## config.mk

```make
export PLATFORM = sky130hd
export DESIGN_NAME = uart_rx
export DESIGN_NICKNAME = d
export VERILOG_FILES = /design/src/rtl/uart_pkg.sv /design/src/rtl/uart_rx_sync.sv /design/src/rtl/uart_rx.sv
export SDC_FILE = /design/constraint.sdc
export NUM_CORES = 1
export LEC_CHECK = 0
export CAP_MARGIN = 20
export CORE_ASPECT_RATIO = 0.75
export CORE_MARGIN = 5
export CORE_UTILIZATION = 51
export DETAILED_ROUTE_END_ITERATION = 8
export PLACE_DENSITY = 0.72
export SLEW_MARGIN = 20
export SYNTH_ARGS = -nofsm -noshare
export SYNTH_HDL_FRONTEND = slang
export SYNTH_SLANG_ARGS = --single-unit
```

## constraint.sdc

```tcl
create_clock -name clk -period 1.8 [get_ports clk]
set_input_delay 0.18 -clock clk [delete_from_list [all_inputs] [get_ports clk]]
set_output_delay 0.18 -clock clk [all_outputs]
set_load 0.005 [all_outputs]
```

## src/rtl/uart_pkg.sv

```systemverilog
// uart_pkg: definitions shared by the UART receiver and transmitter.
//   DATA_BITS       - payload bits per frame
//   uart_rx_state_e - receiver FSM state encoding
//   parity_bit()    - parity bit to send or expect for a data byte
package uart_pkg;

  localparam int unsigned DATA_BITS = 8;

  typedef enum logic [2:0] {
    IDLE      = 3'd0,
    START     = 3'd1,
    DATA      = 3'd2,
    PARITY    = 3'd3,
    STOP      = 3'd4,
    WAIT_IDLE = 3'd5
  } uart_rx_state_e;

  // even=1: the bit makes the total count of ones even (bit = ^data); odd otherwise.
  function automatic logic parity_bit(input logic [DATA_BITS-1:0] data, input logic even);
    return even ? (^data) : (~^data);
  endfunction

endpackage

```

## src/rtl/uart_rx_sync.sv

```systemverilog
// uart_rx_sync: two-flop synchronizer for the asynchronous serial line.
//   clk  - sampling clock
//   rst  - synchronous active-high reset; both flops reset to 1 (line idle)
//   rx   - asynchronous serial input
//   rx_s - synchronized line, two clocks behind rx
module uart_rx_sync (
  input  logic clk,
  input  logic rst,
  input  logic rx,
  output logic rx_s
);

  logic meta;

  always_ff @(posedge clk) begin
    if (rst) begin
      meta <= 1'b1;
      rx_s <= 1'b1;
    end else begin
      meta <= rx;
      rx_s <= meta;
    end
  end

endmodule

```

## src/rtl/uart_rx.sv

```systemverilog
// uart_rx: 8-bit UART receiver, LSB first, optional even/odd parity, one stop bit.
//   clk, rst            - clock and synchronous active-high reset
//   rx                  - asynchronous serial line, idle high
//   parity_en           - frame carries a parity bit (latched at start-bit centre)
//   even_parity         - 1 = even parity, 0 = odd (latched with parity_en)
//   rx_ready            - consumer takes data_out when data_valid && rx_ready
//   data_out            - last committed byte, held until accepted
//   data_valid          - data_out holds an unconsumed byte
//   parity_err          - parity mismatch for the byte in data_out
//   frame_err           - one-cycle pulse, stop bit sampled low
//   overrun_err         - one-cycle pulse, byte dropped because data_out was still full
//   rx_busy             - receiver FSM is not idle
module uart_rx
  import uart_pkg::*;
#(
  parameter int unsigned CLKS_PER_BIT = 16
) (
  input  logic                 clk,
  input  logic                 rst,
  input  logic                 rx,
  input  logic                 parity_en,
  input  logic                 even_parity,
  input  logic                 rx_ready,
  output logic [DATA_BITS-1:0] data_out,
  output logic                 data_valid,
  output logic                 parity_err,
  output logic                 frame_err,
  output logic                 overrun_err,
  output logic                 rx_busy
);

  localparam int unsigned CNT_W = $clog2(CLKS_PER_BIT);
  localparam int unsigned IDX_W = $clog2(DATA_BITS);
  localparam logic [CNT_W-1:0] HALF_LAST = CNT_W'(CLKS_PER_BIT / 2 - 1);
  localparam logic [CNT_W-1:0] BIT_LAST  = CNT_W'(CLKS_PER_BIT - 1);
  localparam logic [IDX_W-1:0] IDX_LAST  = IDX_W'(DATA_BITS - 1);

  logic rx_s;

  uart_rx_sync u_sync (
    .clk  (clk),
    .rst  (rst),
    .rx   (rx),
    .rx_s (rx_s)
  );

  uart_rx_state_e       state, state_n;
  logic [CNT_W-1:0]     cnt, cnt_n;
  logic [IDX_W-1:0]     idx, idx_n;
  logic [DATA_BITS-1:0] shift, shift_n;
  logic                 pe_q, pe_n;
  logic                 even_q, even_n;
  logic                 pflag, pflag_n;
  logic [DATA_BITS-1:0] data_out_n;
  logic                 data_valid_n, parity_err_n, frame_err_n, overrun_err_n, rx_busy_n;
  logic                 sample, commit;

  // Registers: FSM state, frame datapath and all outputs.
  always_ff @(posedge clk) begin
    if (rst) begin
      state       <= IDLE;
      cnt         <= '0;
      idx         <= '0;
      shift       <= '0;
      pe_q        <= 1'b0;
      even_q      <= 1'b0;
      pflag       <= 1'b0;
      data_out    <= '0;
      data_valid  <= 1'b0;
      parity_err  <= 1'b0;
      frame_err   <= 1'b0;
      overrun_err <= 1'b0;
      rx_busy     <= 1'b0;
    end else begin
      state       <= state_n;
      cnt         <= cnt_n;
      idx         <= idx_n;
      shift       <= shift_n;
      pe_q        <= pe_n;
      even_q      <= even_n;
      pflag       <= pflag_n;
      data_out    <= data_out_n;
      data_valid  <= data_valid_n;
      parity_err  <= parity_err_n;
      frame_err   <= frame_err_n;
      overrun_err <= overrun_err_n;
      rx_busy     <= rx_busy_n;
    end
  end

  // Next-state, datapath and output logic.
  always_comb begin
    state_n       = state;
    cnt_n         = cnt;
    idx_n         = idx;
    shift_n       = shift;
    pe_n          = pe_q;
    even_n        = even_q;
    pflag_n       = pflag;
    commit        = 1'b0;
    frame_err_n   = 1'b0;
    overrun_err_n = 1'b0;
    data_out_n    = data_out;
    data_valid_n  = data_valid;
    parity_err_n  = parity_err;

    // Mid-bit sample point for DATA/PARITY/STOP; the counter wraps there.
    sample = (cnt == BIT_LAST);

    case (state)
      IDLE: begin
        if (!rx_s) begin
          state_n = START;
          cnt_n   = '0;
        end
      end
      START: begin
        if (cnt == HALF_LAST) begin
          cnt_n = '0;
          if (!rx_s) begin
            state_n = DATA;
            idx_n   = '0;
            pe_n    = parity_en;
            even_n  = even_parity;
            pflag_n = 1'b0;
          end else begin
            state_n = IDLE;
          end
        end else begin
          cnt_n = cnt + CNT_W'(1);
        end
      end
      DATA: begin
        if (sample) begin
          cnt_n   = '0;
          shift_n = {rx_s, shift[DATA_BITS-1:1]};
          if (idx == IDX_LAST) begin
            state_n = pe_q ? PARITY : STOP;
          end else begin
            idx_n = idx + IDX_W'(1);
          end
        end else begin
          cnt_n = cnt + CNT_W'(1);
        end
      end
      PARITY: begin
        if (sample) begin
          cnt_n   = '0;
          pflag_n = (rx_s != parity_bit(shift, even_q));
          state_n = STOP;
        end else begin
          cnt_n = cnt + CNT_W'(1);
        end
      end
      STOP: begin
        if (sample) begin
          cnt_n = '0;
          if (rx_s) begin
            commit  = 1'b1;
            state_n = IDLE;
          end else begin
            frame_err_n = 1'b1;
            state_n     = WAIT_IDLE;
          end
        end else begin
          cnt_n = cnt + CNT_W'(1);
        end
      end
      WAIT_IDLE: begin
        if (rx_s) begin
          state_n = IDLE;
        end
      end
      default: begin
        state_n = IDLE;
        cnt_n   = '0;
      end
    endcase

    if (data_valid && rx_ready) begin
      data_valid_n = 1'b0;
    end

    // A commit overruns only if the held byte is not being taken this same cycle.
    if (commit) begin
      if (data_valid && !rx_ready) begin
        overrun_err_n = 1'b1;
      end else begin
        data_out_n   = shift;
        parity_err_n = pflag;
        data_valid_n = 1'b1;
      end
    end

    rx_busy_n = (state_n != IDLE);
  end

endmodule

```

==> results.cfg, run 1 <==
[outcome]
status = completed

[setup_path]
arrival_ps = 1770
crit_path_end_kind = flip-flop
reg2reg_from = state[0]$_SDFF_PP0_
r2r_cells = 4
crit_buf_inv = 0
crit_path_max_incr_delay_ps = 550
startpoint_type = flip-flop
path_class = flip-flop to flip-flop
path_cells = or3b_1 -> nor2_8 -> a311oi_1 -> a21oi_1
r2r_slack_ps = 180
worstPathRequired_ps = 1960
r2r-end = rx_busy$_SDFF_PP0_
crit_fanout = 12
cp_top_family = flip-flops
slowest_stage = dfxtp_1

[min_path]
holdPathStages = 1
min_from = u_sync.meta$_SDFF_PP1_
hold_class = flip-flop to flip-flop
worstHoldEndpoint = u_sync.rx_s$_SDFF_PP1_

[yosys]
synth-edff-count = 0
avgSynthCellArea_um2 = 9.23
synthesis.area_um2 = 1710
yosysSeqAreaShare_pct = 42.2
ys_ff_latch = 36
yosysMostFrequentCell = dfxtp_1
synth_top_cell_by_area = dfxtp_1
syn_nets = 194
synth_ff_type = dfxtp_1
ys_top_cells_by_count = dfxtp_1, nor2_1, mux2i_1
synth.area.top_cells = dfxtp_1, mux2i_1, nor2_1
synth_cell_type_count = 44
ys_async_sr_fraction_pct = 0
syn_inst = 185
yosys_warnings = 0
synth.top_cell.area_share_pct = 42.2

[layout]
utilization_pct = 61.9
drive_gt1_share_pct = 11.7
area_delta_synth_final_pct = 18.3
layout.nets = 214
diodes = 0
multi_input_area_um2 = 916
fin_area_um2 = 2020
seq_area_um2 = 722
n_fill_cell = 271

[timing]
finalHoldViolCount = 0
rsz0062_at_grt = no
layout_min_cycle_time_ps = 1620
tns_ps = 0
timing.fmax_ghz = 0.617
worst_pin_slew_ps = 366
setup_viol = 0
maxSlewHeadroom_pct = 74.9
post-route-period-util_pct = 90.0
skew_ps = 4.78
drv_slew = 0

[power_and_ir_drop]
swShare_pct = 20.3
p_int_w = 0.00117
clock_power_share_pct = 41.0
combPwrFrac_pct = 4.0
power.density_nw_per_um2 = 729
peakVddDrop_mv = 0.504
power_frac_seq_pct = 55.1
netSwitchingPower_w = 0.000299
leakage_nw = 0.846
total_power_w = 0.00147

[cts]
clk_pin_slew_ps = 70
clock_latency_ps = 280
cts_buffers = 5
clk_path_buf_depth = 2
cts_tree = built
numClockSinks = 36
ctsResizeCount = 0
htree_levels = 2
root_buffer = clkbuf_8
ctsHoldBuffers = 0
postCtsSetupRepairBufs = 0

[global_routing]
overflow = 0
grtUsageMet2_pct = 25.9
met3_usage_pct = 4.67
grt_max_degree = 32
met1_usage_pct = 22.3
grt_first_pass_wirelength_mm = 6.04
grt-busiest-layer = met2
antenna_found_initial = 0
grt_pass1_vias = 1366
grt_usage_pct = 16.6

[route]
drtIter0Drc = 96
num_vias = 1351
ant_nets = 0
drt_pass1_iterations = 4
viasPerCell = 5.51
wl_per_cell_um = 14.3
drc = 0
wl_mm = 3.51

[flow_run]
cap_violations = 0

[floorplanning]
fp.dieArea_um2 = 4620
initial_core_util_pct = 52.3
die_h_um = 60.1
fp.dieW_um = 76.8
io_pins = 19
num_rows = 18
core_um2 = 3270

[placement]
portBuffers = 18
gp_congestion = 0.846
dpl.hpwl_mm = 2.56
dpl-instance-area_um2 = 1920
logic make-up after synthesis:
group	synth area share (%)
and+or+nand+nor	23.6
xor gates and xnor gates	5.93
DFF	42.2
adders and majority gates	2.20
buffers and inverters	4.54
muxes	10.5
AOI/OAI and AO/OA	11.0
worst max-delay path by stage:
stage	startpoint	endpoint	slack (ps)	cells past startpoint
floorplan	cnt[0]$_SDFFE_PP0P_	data_out[0]$_SDFFE_PP0P_	250	7
global placement	state[2]$_SDFF_PP0_	rx_busy$_SDFF_PP0_	170	4
detailed placement	cnt[0]$_SDFFE_PP0P_	parity_err$_SDFFE_PP0P_	120	6
CTS	cnt[0]$_SDFFE_PP0P_	parity_err$_SDFFE_PP0P_	130	6
global route	state[0]$_SDFF_PP0_	rx_busy$_SDFF_PP0_	50	4
finish	state[0]$_SDFF_PP0_	rx_busy$_SDFF_PP0_	180	4
state kept, by name (all words and copies together) (netlist names):
name and flops:
data_out 8, data_valid 1, shift 8, cnt 4, overrun_err 1, parity_err 1, u_sync.meta 1, idx 3
state 3, pe_q 1, frame_err 1, pflag 1, even_q 1, u_sync.rx_s 1, rx_busy 1
per-stage QoR:
step           setup slack (ps)  instances  hold WS (ps)
2_1_floorplan               253        185           284
3_3_place_gp                171        238           394
3_5_place_dp                123        238           397
4_1_cts                     127        245           415
5_1_grt                    50.2        245           429
6_report                    180        245           415
per-layer routing:
layer  vias to the layer above  share of wire [%]
met3                         2                5.1
met4                         0               0.28
met2                        31                 44
met1                       631                 50
li1                        687                  -
met5                         -                  0
final cells by class:
class / instances / share of cell area (%)
flip-flops and latches: 36 / 35.7
inverters: 1 / 0.186
repair buffers: 25 / 11.5
clock buffers: 7 / 4.77
multi-input cells: 136 / 45.3
well taps: 40 / 2.48
cell usage in the layout (no fill, tap or decap), types with 2 or more instances in the layout:
master,instances
a21oi_1,12
and3b_1,2
buf_4,7
clkbuf_8,7
clkdlybuf4s50_1,18
dfxtp_1,35
ha_1,3
mux2i_1,18
nand2_1,14
nand2b_1,3
nand3_1,4
nor2_1,23
nor2b_1,5
nor3_1,7
o21ai_0,5
o22ai_1,3
or2_2,3
xnor2_1,6
xor2_1,3
power by group through the flow:
stage	registers, W	clock network (W)	logic [W]
floorplan	0.000824	0	0.0000383
global placement	0.000829	0	0.0000576
detailed placement	0.000829	0	0.0000582
CTS	0.000810	0.000616	0.0000585
global route	0.000811	0.000655	0.0000647
finish	0.000811	0.000604	0.0000582
(Power assumes the default switching activity.)
==> run 2: changes to the inputs <==
--- a/config.mk
+++ b/config.mk
@@ -7,7 +7,7 @@
 export LEC_CHECK = 0
 export CAP_MARGIN = 20
 export CORE_ASPECT_RATIO = 0.75
-export CORE_MARGIN = 5
+export CORE_MARGIN = 2
 export CORE_UTILIZATION = 51
 export DETAILED_ROUTE_END_ITERATION = 8
 export PLACE_DENSITY = 0.72
==> run 2 against run 1 <==
Compared with the run above:
- cell count is 0.41% higher
- global-route usage is 2.4 points higher
- clock power is 4.5% lower
- cell area is 0.25% lower
- critical endpoint is now pflag$_SDFFE_PP0P_
- die area is 17% lower
- sequential power hardly changed
- sequential share of layout area hardly changed
- combinational power is 3.8% higher
- count of clock-buffer cells in the layout is 1 lower
- via count is 2.8% lower
==> results.cfg, run 2 (synthesized netlist as in run 1, its figures left out) <==
[placement]
dpl-instance-area_um2 = 1920
dpl.hpwl_mm = 2.38
preCtsSetupSlack_ps = 144
portBuffers = 18
gp_congestion = 0.853

[layout]
layout.nets = 214
area_delta_synth_final_pct = 18.0
utilization_pct = 62.2
diodes = 0
layout_commonest_cell = dfxtp_1
drive_gt1_share_pct = 11.7
largestRegisters = data_out (8), shift (8), cnt (4)
fin_area_um2 = 2020
final_cell_mix = dfxtp_1, nor2_1, mux2i_1, clkdlybuf4s50_1, nand2_1

[timing]
maxSlewHeadroom_pct = 74.5
timing.fmax_ghz = 0.613
worst_pin_slew_ps = 382
skew_ps = 2.67
hold_slack_ps = 412
setup_slack_ps = 169
layout_min_cycle_time_ps = 1630
post-route-period-util_pct = 90.6
finalHoldViolCount = 0
rsz0062_at_grt = no
setup_viol = 0
tns_ps = 0
drv_slew = 0

[floorplanning]
io_pins = 19
fp.dieW_um = 70.8
num_rows = 18
core_um2 = 3240
initial_core_util_pct = 52.7
fp.dieArea_um2 = 3830
die_h_um = 54.1

[cts]
cts_tree = built
ctsHoldBuffers = 0
root_buffer = clkbuf_8
htree_levels = 2
clk_pin_slew_ps = 70
clk_path_buf_depth = 2
cts_buffers = 5
numClockSinks = 36
clock_latency_ps = 280

[route]
wl_per_cell_um = 13.7
drtIter0Drc = 55
num_vias = 1313
drt_pass1_iterations = 4
wl_mm = 3.38
drc = 0
viasPerCell = 5.34
ant_nets = 0

[setup_path]
crit_path_end_kind = flip-flop
crit_path_max_incr_delay_ps = 470
path_cells = buf_4 -> nor2b_1 -> nand3_1 -> a221o_1
worstPathRequired_ps = 1970
arrival_ps = 1800
cp_top_family = simple AND/OR/NAND/NOR gates
startpoint_type = flip-flop
path_class = flip-flop to flip-flop
crit_buf_inv = 1
crit_fanout = 7
slowest_stage = dfxtp_1

[power_and_ir_drop]
peakVddDrop_mv = 0.527
power.density_nw_per_um2 = 718
leakage_nw = 0.846

[global_routing]
antenna_found_initial = 0
grt_pass1_vias = 1196
grt_max_degree = 32
overflow = 0
grt_usage_pct = 18.9
grt_first_pass_wirelength_mm = 5.51

[min_path]
hold_class = flip-flop to flip-flop

[outcome]
status = completed

[flow_run]
cap_violations = 0
## run 2: cell types whose count changed in the layout (fill, tap and decap cells not counted), sizes merged
cell | previous run | this run
clkbuf | 7 | 6
clkinv | 0 | 2
## run 2: area by class of cell
type | count | area (µm²)
Fill cell | 286 | 1230
Multi-Input combinational cell | 136 | 916
Sequential cell | 36 | 721
Timing Repair Buffer | 25 | 233
Clock buffer | 6 | 82.6
Tap cell | 40 | 50.0
Clock inverter | 2 | 10.0
Inverter | 1 | 3.75
## run 2: metrics by stage
stage / std cells / power (W)
detailed placement: 238 / 0.000888
global placement: 238 / 0.000885
CTS: 246 / 0.00146
global route: 246 / 0.00151
floorplan: 185 / 0.000862
finish: 246 / 0.00145
## run 2: worst paths after layout
path	startpoint	endpoint	slack (ps)	cells past startpoint
worst min-delay path	u_sync.meta$_SDFF_PP1_	u_sync.rx_s$_SDFF_PP1_	410	1
worst max register to register	state[0]$_SDFF_PP0_	pflag$_SDFFE_PP0P_	170	4
worst max-delay path	state[0]$_SDFF_PP0_	pflag$_SDFFE_PP0P_	170	4
worst min register to register	u_sync.meta$_SDFF_PP1_	u_sync.rx_s$_SDFF_PP1_	410	1
## run 2: where the power goes
group	leakage (nW)	switching, W	total (W)	internal (W)
logic	0.504	0.0000304	0.0000604	0.0000301
registers	0.291	0.00000672	0.000809	0.000802
clock network	0.0510	0.000272	0.000577	0.000305
total	0.846	0.000309	0.00145	0.00114
## run 2: metal layers
layer  vias to the layer above  routed length (µm)  track usage (%)
met2                        29                1480             30.5
met3                         5                 141             4.87
li1                        683                   -                -
met5                         -                   0                0
met1                       596                1720             25.0
met4                         0                  34             6.60
## run 2: timing repair
| action | in CTS | in global routing |
|---|---|---|
| setup endpoints to repair | 0 | 3 |
| gates resized for setup | 0 | 2 |
| setup buffers | 0 | 0 |
==> run 3: changes to the inputs <==
--- a/config.mk
+++ b/config.mk
@@ -5,7 +5,8 @@
 export SDC_FILE = /design/constraint.sdc
 export NUM_CORES = 1
 export LEC_CHECK = 0
-export CAP_MARGIN = 20
+export ABC_AREA = 0
+export CAP_MARGIN = 10
 export CORE_ASPECT_RATIO = 0.75
 export CORE_MARGIN = 2
 export CORE_UTILIZATION = 51
==> results of run 3 <==
The final DEF is identical to that of run 2; final timing and power are the same.
